$ cat src/rtl/pc_pkg.sv
// Shared types and helpers for the fetch-PC generator: state encoding,
// default boot vector and fetch-group arithmetic.
package pc_pkg;

    typedef enum logic [1:0] {
        BOOT = 2'd0,
        RUN  = 2'd1,
        HALT = 2'd2,
        ERR  = 2'd3
    } pc_state_e;

    localparam logic [31:0] DEFAULT_RESET_PC = 32'hBFC0_0000;

    // Width of a slot index; a single-slot group still needs a 1-bit port.
    function automatic int slot_bits(input int fetch_width);
        return (fetch_width > 1) ? $clog2(fetch_width) : 1;
    endfunction

    // Aligned start of the following group. Shifting back left drops the
    // carry out of bit 31, so the group number wraps modulo 2^(32-gb).
    function automatic logic [31:0] group_next(input logic [31:0] pc,
                                               input int          gb);
        logic [31:0] grp;
        grp = pc >> gb;
        grp = grp + 32'd1;
        return grp << gb;
    endfunction

endpackage

$ cat src/rtl/pc_slot_mask.sv
// Offset-to-mask decoder: slot i is valid when i is at or after the slot
// index of the first fetched instruction. enable=0 forces an empty mask.
module pc_slot_mask
    import pc_pkg::*;
#(
    parameter int FETCH_WIDTH = 4,
    parameter int SBW         = slot_bits(FETCH_WIDTH)
) (
    input  logic [SBW-1:0]         slot_idx,
    input  logic                   enable,
    output logic [FETCH_WIDTH-1:0] mask
);

    logic [31:0] idx_ext;

    always_comb begin
        idx_ext = 32'(slot_idx);
        mask    = '0;
        for (int i = 0; i < FETCH_WIDTH; i++) begin
            mask[i] = enable && (32'(i) >= idx_ext);
        end
    end

endmodule

$ cat src/rtl/pc_gen.sv
// Fetch-group PC generator with exc > br (> pred) > sequential redirect priority.
// Optional branch-prediction input port pair enabled by `define PC_PREDICT_EN.
module pc_gen
    import pc_pkg::*;
#(
    parameter int          FETCH_WIDTH = 4,
    parameter logic [31:0] RESET_PC    = DEFAULT_RESET_PC
) (
    input  logic                   clk,
    input  logic                   rst_n,
    input  logic                   fetch_ready,
    output logic                   fetch_valid,
    output logic [31:0]            fetch_pc,
    output logic [31:0]            fetch_npc,
    output logic [31:0]            fetch_nnpc,
    output logic [FETCH_WIDTH-1:0] fetch_mask,
    output logic                   fetch_adel,
    input  logic                   exc_redirect_valid,
    input  logic [31:0]            exc_redirect_pc,
    input  logic                   br_redirect_valid,
    input  logic [31:0]            br_redirect_pc,
`ifdef PC_PREDICT_EN
    input  logic                   pred_valid,
    input  logic [31:0]            pred_pc,
`endif
    input  logic                   halt_req
);

    localparam int GB  = $clog2(FETCH_WIDTH * 4);
    localparam int SB  = $clog2(FETCH_WIDTH);
    localparam int SBW = slot_bits(FETCH_WIDTH);

    pc_state_e   state_q, state_d;
    logic [31:0] pc_q, pc_d;
    logic        fetch_valid_q, fetch_valid_d;

    logic [31:0]    group_nnpc;
    logic [31:0]    seq_target;
    logic           handshake;
    logic [SBW-1:0] slot_idx;

    assign group_nnpc = group_next(pc_q, GB);
    assign handshake  = fetch_valid_q && fetch_ready && (state_q == RUN);

`ifdef PC_PREDICT_EN
    assign seq_target = pred_valid ? pred_pc : group_nnpc;
`else
    assign seq_target = group_nnpc;
`endif

    // Next-state / next-pc selection; a redirect overrides every state
    // and ignores fetch_ready because it flushes the offered group.
    always_comb begin
        pc_d    = pc_q;
        state_d = state_q;
        if (exc_redirect_valid) begin
            pc_d    = exc_redirect_pc;
            state_d = (exc_redirect_pc[1:0] != 2'b00) ? ERR : RUN;
        end else if (br_redirect_valid) begin
            pc_d    = br_redirect_pc;
            state_d = (br_redirect_pc[1:0] != 2'b00) ? ERR : RUN;
        end else begin
            case (state_q)
                BOOT: state_d = RUN;
                RUN: begin
                    if (handshake) begin
                        pc_d    = seq_target;
                        state_d = (seq_target[1:0] != 2'b00) ? ERR : RUN;
                    end
                    // Halt lands after the advance so the accepted group is not lost.
                    if (halt_req) begin
                        state_d = HALT;
                    end
                end
                HALT:    state_d = HALT;
                ERR:     state_d = ERR;
                default: state_d = BOOT;
            endcase
        end
        fetch_valid_d = (state_d == RUN) || (state_d == ERR);
    end

    always_ff @(posedge clk or negedge rst_n) begin
        if (!rst_n) begin
            state_q       <= BOOT;
            pc_q          <= RESET_PC;
            fetch_valid_q <= 1'b0;
        end else begin
            state_q       <= state_d;
            pc_q          <= pc_d;
            fetch_valid_q <= fetch_valid_d;
        end
    end

    generate
        if (SB > 0) begin : g_slot
            assign slot_idx = pc_q[GB-1:2];
        end else begin : g_single
            assign slot_idx = '0;
        end
    endgenerate

    pc_slot_mask #(
        .FETCH_WIDTH (FETCH_WIDTH),
        .SBW         (SBW)
    ) u_slot_mask (
        .slot_idx (slot_idx),
        .enable   (state_q != ERR),
        .mask     (fetch_mask)
    );

    assign fetch_valid = fetch_valid_q;
    assign fetch_pc    = pc_q;
    assign fetch_npc   = pc_q + 32'd4;
    assign fetch_nnpc  = group_nnpc;
    assign fetch_adel  = (pc_q[1:0] != 2'b00);

endmodule

$ cat config.mk
export PLATFORM = sky130hd
export DESIGN_NAME = pc_gen
export DESIGN_NICKNAME = d
export VERILOG_FILES = /design/src/rtl/pc_pkg.sv /design/src/rtl/pc_slot_mask.sv /design/src/rtl/pc_gen.sv
export SDC_FILE = /design/constraint.sdc
export NUM_CORES = 1
export LEC_CHECK = 0
export ABC_AREA = 0
export CORE_ASPECT_RATIO = 0.6
export CORE_MARGIN = 2
export CORE_UTILIZATION = 40
export CTS_CLUSTER_DIAMETER = 120
export DETAILED_ROUTE_END_ITERATION = 8
export DONT_BUFFER_PORTS = 1
export SYNTH_ARGS = -nofsm -noshare
export SYNTH_HDL_FRONTEND = slang
export SYNTH_HIERARCHICAL = 1
export SYNTH_SLANG_ARGS = --single-unit
$ cat constraint.sdc
create_clock -name clk -period 2.5 [get_ports clk]
set_input_delay 0.25 -clock clk [delete_from_list [all_inputs] [get_ports clk]]
set_output_delay 0.25 -clock clk [all_outputs]
set_load 0.02 [all_outputs]
# Yosys cells after proc, flatten, opt, wreduce, memory -nomap -nowiden
# Cells that the tools add are included.
[op_classes] add_sub_neg=2 n_lt_le_gt_ge=3 eq_ne=6 mux=11 n_reduce_logical=13
[op_table] operator="$mux 32" n=4
[op_table] operator="$add 32x3->32 const B" n=1
[op_table] operator="$add 28x1->28 const B" n=1
[op_table] operator="$mux 2" n=6
[op_table] operator="$pmux 2 s4" n=1
[op_table] operator="$eq 2x2->1 const B" n=3
[op_table] operator="$reduce_bool 2->1" n=3
[op_table] operator="$reduce_bool 3->1" n=2
[op_table] operator="$logic_and 1x1->1" n=5
[op_table] operator="$eq 2x1->1 const B" n=2
[op_table] operator="$ge 1x2->1 const A" n=2
[op_table] operator="$ge 2x2->1 const A" n=1
[op_table] operator="$logic_not 2->1" n=1
[op_table] operator="$ne 2x2->1 const B" n=1
[op_table] operator="$reduce_and 2->1" n=1
[op_table] operator="$logic_or 1x1->1" n=1
[totals] regBits=35 out_inout_bits=102 wordCells=38

# Logic depth before layout (Yosys ltp)
# Gate-level depths: netlist (run 1).
[logic_depth] depth_word=9 depth_mapped=8

# Hierarchy
# Netlist (run 1), hierarchy kept.
[by_module_without_submodules] mod="pc_gen" instances=1 cells_per_inst=403 area_each_um2=3126.7 seq_area_each_um2=862.1
[by_module_without_submodules] mod="pc_slot_mask" instances=1 cells_per_inst=4 area_each_um2=33.8 seq_area_each_um2=0.0

# Worst setup path before layout (run 1)
# No wires, ideal clock.
[synth_path] kind="reg-to-output" start="reg pc_q[4], in the netlist fetch_pc[4]" end="out fetch_npc[22]" t_arrival_ns=2.148 t_required_ns=2.250 slack_ns=0.102 stages_incl_launch_ff=8 cell_sequence="dfrtp_1 ha_1 nand3_1 nor2_1 and2_0 clkbuf_1 nand4_1 xnor2_1"
[synth_via] elab_chain_len=1
[synth_rtl] item="start, declared" line_no="pc_gen.sv:34" source="logic [31:0] pc_q, pc_d;"
[synth_rtl] item="start signal, assigned" line_no="pc_gen.sv:90" source="pc_q <= pc_d;"
[synth_rtl] item="$add 32x3->32" line_no="pc_gen.sv:114" source="assign fetch_npc = pc_q + 32'd4;"
[synth_rtl] item="end, declared" line_no="pc_gen.sv:14" source="output logic [31:0] fetch_npc,"
# Every way passes these cells.

# Worst setup path in the final report (run 1)
[layout_path] start="reg pc_q[6], in the netlist fetch_pc[6]" end="out fetch_nnpc[17]"
[layout_via] elab_chain_len=1
[layout_rtl] item="$add 28x1->28" line_no="pc_pkg.sv:25" source="grp = grp + 32'd1;"
[layout_rtl] item="end, declared" line_no="pc_gen.sv:15" source="output logic [31:0] fetch_nnpc,"
# Every way passes these cells.

==> impl_metrics.tcl, run 1 <==
set metrics [dict create \
    crit_family "buffers and inverters" \
    finalWirelength_mm 11.3 \
    setup_viol 0 \
    dpl-instance-area_um2 3640 \
    cts.sinks 34 \
    fin_util_pct 49.8 \
    critPathLaunchType "flop" \
    design_area_um2 3860 \
    netlist_area_um2 3160 \
    skew_ns 0.00527 \
    hold_slack_ns 0.0797 \
    yosys.area.top_type "dfrtp_1" \
    path_class "reg2out" \
    cap_violations 0 \
    grt_overflow_total 0 \
    wl_per_cell_um 20.4 \
    final_cells 556 \
    path_clk_slew_ns 0.06 \
    worstPathMaxFanout 5 \
    routed_via_density 5.80 \
    synthToLayoutAreaGrowth_pct 22.2 \
    track_usage_pct 25.9 \
    cts_buffers 5 \
    grt_pass1_wl_mm 17.3 \
    rsz0062_at_grt "no" \
    dieWidth_um 119 \
    min_period_ns 2.38 \
    syn_area_per_cell_um2 7.77 \
    ios 172 \
    cts_root_buf "clkbuf_16" \
    critPathMaxStageDelay_ns 0.42 \
    fin_nets 519 \
    dieArea_um2 8650 \
    synth_top_area_share_pct 19.8 \
    place_inst 544 \
    ys_seq_area_share_pct 27.3 \
    netlist_instances 407 \
    synth_async_sr_flop_share_pct 100 \
    tritoncts "done" \
    port_buffers 0 \
    slew_headroom_pct 61.5 \
    num_rows 25 \
    hp-class "in2reg" \
    ant_nets 0 \
    grt_pass1_vias 3050 \
    ir_worst_vdd_mv 0.231 \
    r2r_start "fetch_pc[6]" \
    ys_warn_count 6 \
    worstMarginPinSlew_ns 0.573 \
    core_um2 7760 \
    die_y_um 72.9 \
    hold_viol 0 \
    grt_antenna_before_repair 0 \
    power.density_nw_per_um2 562 \
    reg2regPathDepth 7 \
    outcome "finished, final reports clean" \
    hold_path_depth 1 \
    cpMaxStageDelayCell "dfrtp_1" \
    finalWorstSetupSlack_ns 0.117 \
    end_kind "output port" \
    cp_common_cell "buf_4" \
    crit_start "fetch_pc[6]" \
    drtPass1Iterations 4 \
    synth_cell_type_count 50 \
    clockBufferDepth 2 \
    path_cells "buf_4 -> nand3_1 -> nor4_4 -> buf_4 -> buf_4 -> xor2_1 -> buf_4" \
    finalPower_mw 2.17 \
    synth_edf_count 0 \
    dp_hpwl_mm 8.48 \
    min-delay-start "exc_redirect_valid" \
    num_antenna_cells 0 \
    cp_num_buf_inv 4 \
    worstSetupPathDepth 7 \
    num_vias 3227 \
    htree_levels 2 \
    synth_seq_cells 34 \
    drtIter0Drc 204 \
    p_leak_nw 1.59 \
    grt_max_degree 44 \
    start_util_pct 40.7 \
    fin_setup_tns_ns 0 \
    pre_cts_slack_ns 0.288 \
    crit_required_ns 2.25 \
    finalCritPeriodShare_pct 95.3 \
    drive_gt1_share_pct 24.8 \
    fmax_mhz 420 \
    synthFlopType "dfrtp_1" \
    synth_area_leaders "dfrtp_1 (20%), xnor2_1 (12%), dfstp_2 (7.5%)" \
    drv_slew 0 \
    clock_latency_ns 0.28 \
    arrival_ns 2.13 \
    place.gp.congestion 0.923 \
    drc 0 \
]
-- registers in the layout (all words and copies together) (netlist names) --
register	count
fetch_pc	32
fetch_valid	1
state_q	1
-- cells by family (layout without fill, tap and decap cells) --
kind of cell	count (synthesis)	after routing	synth area share [%]
compound gates	103	103	21.5
mux	1	1	0.356
xor+xnor	61	61	16.9
fa+ha+maj	2	2	0.792
buf+inv	62	100	8.79
other cells	1	4	0.119
simple gates	143	143	24.2
flops	34	34	27.3
-- routing by layer --
layer | wire length [um] | GRT usage (%)
met1 | 5100 | 36.6
met3 | 1080 | 5.70
met2 | 5110 | 41.6
met4 | 25 | 4.23
met5 | 0 | 0
-- power by group --
group,leakage (nW),switching [mW],internal [mW]
Combinational,1.11,0.512,0.296
Sequential,0.404,0.101,0.620
Clock,0.0739,0.248,0.396
Total,1.59,0.860,1.31
-- synthesized netlist by cell type (2+ instances only) --
cell type and number:
a21oi_1 15, a22o_1 12, a22oi_1 13, a2bb2oi_1 12
a31oi_1 10, and3_1 3, and3b_1 2, buf_1 2
buf_2 8, buf_4 8, clkbuf_1 23, clkbuf_2 4
dfrtp_1 25, dfstp_2 9, ha_1 2, inv_1 17
nand2_1 56, nand3_1 14, nand4_1 12, nor2_1 18
nor2b_1 2, nor3_1 12, nor3_4 3, nor4_1 6
o21a_1 2, o21ai_0 30, or2_2 3, or3_1 3
xnor2_1 44, xor2_1 17
-- path summary, 6_finish.rpt --
| path | to | slack, ns |
|---|---|---|
| setup / recovery | fetch_nnpc[17] | 0.12 |
| hold / removal | state_q[1] | 0.08 |
| setup reg to reg | fetch_pc[29] | 0.47 |
| hold reg to reg | fetch_pc[24] | 0.60 |
| max in group asynchronous | fetch_pc[28] | 1.80 |
| min in group asynchronous | fetch_pc[19] | 0.43 |
-- layout make-up --
| class | count | area (um2) |
|---|---|---|
| multi-input combinational | 314 | 2060 |
| clock buffer | 7 | 143 |
| fill | 764 | 3890 |
| tap | 108 | 135 |
| timing repair buffer | 75 | 591 |
| clock inverter | 1 | 5.00 |
| inverter | 17 | 63.8 |
| sequential | 34 | 862 |
-- placed cells by master (no fill, tap or decap), types with 2 or more instances in the layout --
| master | n |
|---|---|
| clkbuf_16 | 5 |
| nand3_1 | 13 |
| nor2_1 | 18 |
| o21a_1 | 2 |
| buf_4 | 72 |
| xor2_1 | 17 |
| conb_1 | 4 |
| xnor2_1 | 44 |
| a2bb2oi_1 | 12 |
| a22o_1 | 12 |
| nor3_4 | 3 |
| a21oi_1 | 15 |
| o21ai_0 | 30 |
| and3_1 | 3 |
| or2_2 | 3 |
| or3_1 | 2 |
| nor4_1 | 5 |
| dfrtp_1 | 25 |
| nor3_2 | 3 |
| buf_12 | 2 |
| a31oi_1 | 10 |
| a22oi_1 | 13 |
| nand4_1 | 12 |
| and3b_1 | 2 |
| inv_1 | 17 |
| dfstp_2 | 9 |
| nand2_1 | 56 |
| nor3_1 | 10 |
-- what timing repair did --
action	CTS	global route
resized for setup	2	5
pin swaps	0	1
hold endpoints to repair	34	0
hold buffers	2	0
buffers inserted	0	2
endpoints found under the setup margin	3	11
No activity file was read; power rests on OpenSTA's default activity.
==> inputs of run 2 (changes only) <==
--- a/config.mk
+++ b/config.mk
@@ -6,6 +6,7 @@
 export NUM_CORES = 1
 export LEC_CHECK = 0
 export ABC_AREA = 0
+export CAP_MARGIN = 20
 export CORE_ASPECT_RATIO = 0.6
 export CORE_MARGIN = 2
 export CORE_UTILIZATION = 40
==> constraint.sdc (replaced) <==
create_clock -name clk -period 1.9 [get_ports clk]
set_input_delay 0.19 -clock clk [delete_from_list [all_inputs] [get_ports clk]]
set_output_delay 0.19 -clock clk [all_outputs]
set_load 0.02 [all_outputs]
==> impl_metrics.tcl, run 2 (same netlist as run 1, synthesis figures left out) <==
set metrics [dict create \
    clock_latency_ns 0.28 \
    rsz0062_at_grt "yes" \
    hold_path_depth 1 \
    finalWorstSetupSlack_ns -0.275 \
    critPathMaxStageDelay_ns 0.42 \
    final_cells 622 \
    pre_cts_slack_ns -0.0599 \
    track_usage_pct 26.8 \
    cap_violations 0 \
    core_um2 7760 \
    rr_endpoint "fetch_pc[28]" \
    fin_setup_tns_ns -5.50 \
    finalWirelength_mm 12.1 \
    port_buffers 0 \
    end_kind "output port" \
    grt_overflow_total 0 \
    r2r_start "fetch_pc[5]" \
    ir_worst_vdd_mv 0.314 \
    dieArea_um2 8650 \
    fin_nets 585 \
    p_leak_nw 2.40 \
    grt_max_degree 44 \
    worstSetupPathDepth 7 \
    final_cell_mix "buf_4 (117), nand2_1 (40), o21ai_0 (26)" \
    synthToLayoutAreaGrowth_pct 64.7 \
    arrival_ns 1.98 \
    fin_util_pct 67.1 \
    power.density_nw_per_um2 603 \
    tritoncts "done" \
    outcome "complete, but fails checks" \
    crit_required_ns 1.71 \
    cp_num_buf_inv 1 \
    path_class "reg2out" \
    largest_reg_flops 32 \
    path_clk_slew_ns 0.06 \
    path_cells "ha_4 -> nand3_4 -> nor3_4 -> and3b_2 -> nand4_1 -> xnor2_2 -> buf_4" \
    cts_buffers 5 \
    power_switching_mw 1.24 \
    crit_start "fetch_pc[5]" \
    die_y_um 72.9 \
    r2r_setup_slack_ns -0.13 \
    worstMarginPinSlew_ns 0.562 \
    fmax_mhz 460 \
    place.gp.congestion 0.884 \
    skew_ns 0.00428 \
    grt_antenna_before_repair 0 \
    cts.sinks 34 \
    worstPathMaxFanout 4 \
    ios 172 \
    routed_via_density 5.73 \
    min_period_ns 2.17 \
    ant_nets 0 \
    drc 0 \
    final_common_cell "buf_4" \
    whs_endpoint "fetch_pc[0]" \
    clockBufferDepth 2 \
    crit_family "simple AND/OR/NAND/NOR gates" \
    num_vias 3561 \
    drtPass1Iterations 4 \
    dieWidth_um 119 \
    finalCritPeriodShare_pct 114 \
    drive_gt1_share_pct 53.5 \
    start_util_pct 40.7 \
    grt_pass1_wl_mm 18.2 \
    switching_share_pct 39.5 \
    p_comb_share_pct 43.4 \
    place_inst 577 \
    finalPower_mw 3.14 \
    violations "negative setup slack" \
    critPathLaunchType "flop" \
    pwr-share-seq_pct 29.8 \
    num_rows 25 \
    min-delay-start "exc_redirect_valid" \
    num_antenna_cells 0 \
    hp-class "in2reg" \
    slew_headroom_pct 62.4 \
    reg2regPathDepth 8 \
    grt_pass1_vias 3482 \
    drv_slew 0 \
    htree_levels 2 \
    p_int_mw 1.90 \
    dp_hpwl_mm 8.49 \
    cpMaxStageDelayCell "dfrtp_2" \
    cts_root_buf "clkbuf_16" \
    drtIter0Drc 234 \
    hold_viol 0 \
    setup_viol 37 \
    wl_per_cell_um 19.5 \
    pwr-share-clk_pct 26.9 \
]
-- run 2: cell count changes in the layout (fill, tap and decap cells not counted), sizes merged --
cell / previous run / this run
clkbuf: 7 / 6
buf: 74 / 140
clkinvlp: 0 / 1
-- run 2: final cells by class --
type                       count  area [um2]
clock buffer                   6         139
sequential                    34         882
multi-input combinational    314        2810
fill                         622        2550
timing repair buffer         141        1160
tap                          108         135
inverter                      17        63.8
clock inverter                 2        12.5
-- run 2: how the worst max path moves through the flow --
| stage | end | slack (ns) |
|---|---|---|
| 4_1_cts | fetch_nnpc[25] | -0.29 |
| 3_3_place_gp | fetch_npc[25] | -0.08 |
| 3_5_place_dp | fetch_npc[25] | -0.06 |
| 6_report | fetch_npc[28] | -0.27 |
| 2_1_floorplan | fetch_nnpc[29] | -0.12 |
| 5_1_grt | fetch_npc[28] | -0.35 |
-- run 2: per-layer routing --
layer	track usage [%]	vias up	part of all wire (%)
li1	-	1632	-
met1	37.1	1742	44
met2	42.5	171	46
met3	7.27	16	8.6
met4	5.56	0	0.95
met5	0	-	0
-- run 2: metrics by stage --
stage / area (um2) / hold slack (ns)
6_report: 5210 / 0.0114
3_3_place_gp: 4200 / -0.105
4_1_cts: 4840 / 0.0113
3_5_place_dp: 4200 / -0.105
5_1_grt: 5210 / 0.00816
2_1_floorplan: 3580 / -0.106
-- run 2: worst reg2reg max path: cells and delay by family (launching register included) --
family	cells	cell delay, ns
buf+inv	2	0.34
simple gates	5	1.03
fa+ha+maj	1	0.17
flops	1	0.42
-- run 2: what timing repair did --
| action | 4_1_cts | 5_1_grt |
|---|---|---|
| buffers inserted | 16 | 25 |
| pin swaps | 40 | 33 |
| hold buffers | 2 | 0 |
| gates resized for setup | 65 | 52 |
| hold endpoints to repair | 34 | 0 |
| endpoints found under the setup margin | 46 | 51 |
-- run 2: power groups by stage --
stage                     Sequential, mW  Clock (mW)  Combinational (mW)
after floorplan                     1.01           0               0.789
after global placement             0.935           0                1.17
after detailed placement           0.937           0                1.19
after CTS                          0.925       0.849                1.31
after global routing               0.944       0.878                1.44
final                              0.934       0.843                1.36
==> inputs of run 3 (changes only) <==
--- a/config.mk
+++ b/config.mk
@@ -9,10 +9,11 @@
 export CAP_MARGIN = 20
 export CORE_ASPECT_RATIO = 0.6
 export CORE_MARGIN = 2
-export CORE_UTILIZATION = 40
+export CORE_UTILIZATION = 50
 export CTS_CLUSTER_DIAMETER = 120
 export DETAILED_ROUTE_END_ITERATION = 8
 export DONT_BUFFER_PORTS = 1
+export PLACE_DENSITY = 0.68
 export SYNTH_ARGS = -nofsm -noshare
 export SYNTH_HDL_FRONTEND = slang
 export SYNTH_HIERARCHICAL = 1
==> constraint.sdc (replaced) <==
create_clock -name clk -period 1.8 [get_ports clk]
set_input_delay 0.18 -clock clk [delete_from_list [all_inputs] [get_ports clk]]
set_output_delay 0.18 -clock clk [all_outputs]
set_load 0.02 [all_outputs]
==> impl_metrics.tcl, run 3 (same netlist as run 1, synthesis figures left out) <==
set metrics [dict create \
    n_fill_cell 280 \
    critPathLaunchType "flop" \
    path_cells "buf_6 -> ha_4 -> nand3_4 -> buf_4 -> nor4_4 -> buf_4 -> xnor2_1 -> buf_4" \
    routed_via_density 6.72 \
    skew_ns 0.00907 \
    place.gp.congestion 0.973 \
    track_usage_pct 37.4 \
    grt_antenna_before_repair 0 \
    cap_violations 0 \
    port_buffers 0 \
    crit_family "buffers and inverters" \
    multi_input_area_um2 2940 \
    final_common_cell "buf_4" \
    design_area_um2 5330 \
    fmax_mhz 442 \
    end_kind "output port" \
    clockBufferDepth 2 \
    path_clk_slew_ns 0.09 \
    dieWidth_um 107 \
    critPathMaxStageDelay_ns 0.40 \
    path_class "reg2out" \
    switching_share_pct 42.4 \
    drv_slew 0 \
    final_cells 595 \
    crit_required_ns 1.62 \
    ant_nets 0 \
    grt_pass1_wl_mm 19.8 \
    rsz0062_at_grt "yes" \
    min_period_ns 2.26 \
    p_comb_share_pct 47.6 \
    drive_gt1_share_pct 54.4 \
    arrival_ns 2.08 \
    num_rows 22 \
    ir_worst_vdd_mv 0.442 \
    finalWorstSetupSlack_ns -0.463 \
    grt_overflow_total 0 \
    p_leak_nw 2.44 \
    num_antenna_cells 0 \
    ff_latch_area_um2 882 \
    core_um2 6110 \
    drtIter0Drc 445 \
    tritoncts "done" \
    grt_pass1_vias 3653 \
    largest_reg_flops 32 \
    final_cell_mix "buf_4 (104), nand2_1 (40), o21ai_0 (23), buf_6 (23), inv_1 (17)" \
    cpMaxStageDelayCell "dfrtp_2" \
    cts.sinks 34 \
    hold_viol 1 \
    fin_nets 582 \
    power_switching_mw 1.41 \
    clock_latency_ns 0.31 \
    hp-class "in2reg" \
    violations "negative hold slack, negative setup slack" \
    dieArea_um2 6990 \
    num_vias 3998 \
    htree_levels 2 \
    ios 172 \
    grt_max_degree 38 \
    worstPathMaxFanout 5 \
    power.density_nw_per_um2 622 \
    setup_viol 64 \
    cp_common_cell "buf_4" \
    wl_per_cell_um 24.7 \
    die_y_um 65.6 \
    pwr-share-seq_pct 29.6 \
    outcome "complete, but fails checks" \
    dp_hpwl_mm 9.04 \
    hold_slack_ns -0.00197 \
    place_inst 557 \
    drtPass1Iterations 5 \
    dpl-instance-area_um2 4310 \
    cts_root_buf "clkbuf_8" \
    pwr-share-clk_pct 22.8 \
    p_int_mw 1.91 \
    synthToLayoutAreaGrowth_pct 68.7 \
    finalCritPeriodShare_pct 126 \
    start_util_pct 51.7 \
    cp_num_buf_inv 4 \
    cts_buffers 5 \
    drc 0 \
    finalWirelength_mm 14.7 \
]
==> run 3: changes by cell type in the layout (fill, tap and decap cells not counted), moves of 4 or more <==
cell,before,now
buf_4,117,104
xnor2_4,11,16
buf_12,2,6
clkbuf_16,5,1
clkbuf_8,1,5
xnor2_1,16,12
==> run 3: through the flow <==
step | setup TNS (ns) | setup slack, ns | util [%] | power (mW)
after floorplan | -2.84 | -0.205 | - | 1.92
after global placement | -0.333 | -0.0564 | 70.6 | 2.26
after detailed placement | -0.635 | -0.118 | 70.6 | 2.29
after CTS | -11.01 | -0.360 | 82.0 | 3.15
after global routing | -17.48 | -0.471 | 87.2 | 3.41
final | -14.50 | -0.463 | 87.2 | 3.32
==> run 3: repair_timing <==
item,4_1_cts,5_1_grt
setup endpoints to repair,53,74
hold endpoints to repair,41,0
cloned,0,1
hold buffers,5,0
setup buffers,14,15
pin swaps,42,36
gates resized for setup,79,41
==> run 3: final timing paths <==
check / slack [ns] / startpoint / endpoint / cells past startpoint
worst min-delay path: -0.002 / exc_redirect_pc[1] / fetch_pc[1] / 2
min in group asynchronous: 0.32 / rst_n / fetch_pc[9] / 2
worst max-delay path: -0.46 / fetch_pc[4] / fetch_nnpc[18] / 8
worst max register to register: -0.20 / fetch_pc[14] / fetch_pc[23] / 7
worst min register to register: 0.67 / fetch_pc[22] / fetch_pc[22] / 2
max in group asynchronous: 1.22 / rst_n / fetch_pc[29] / 2
==> run 3: power by group through the flow <==
stage	Clock, mW	Sequential, mW	Combinational, mW
floorplan	0	1.07	0.853
global placement	0	0.975	1.29
detailed placement	0	0.979	1.31
CTS	0.749	0.966	1.44
global route	0.784	0.988	1.64
finish	0.757	0.982	1.58
==> run 3: per-layer routing <==
metal | routed length (um) | GRT usage, % | share of wire, % | vias up
met3 | 1970 | 9.13 | 13 | 78
li1 | - | - | - | 1631
met2 | 6740 | 60.3 | 46 | 358
met4 | 592 | 11.9 | 4.0 | 0
met5 | 0 | 0 | 0 | -
met1 | 5430 | 50.1 | 37 | 1931
==> run 3: cell type report <==
type                            instances  share of cell area (%)
Clock buffer                            5                    1.29
Multi-Input combinational cell        314                    55.2
Sequential cell                        34                    16.5
Timing Repair Buffer                  138                    23.0
Clock inverter                          3                   0.845
Inverter                               17                    1.20
Tap cell                               84                    1.97
==> run 3: worst register-to-register path, stage by stage, from the launching register on <==
cell and delay [ns]:
dfrtp_2 0.41, nand4_4 0.14, or4_4 0.58, buf_4 0.17, nor3_4 0.17, buf_4 0.16
o21ai_1 0.09, a22oi_2 0.21
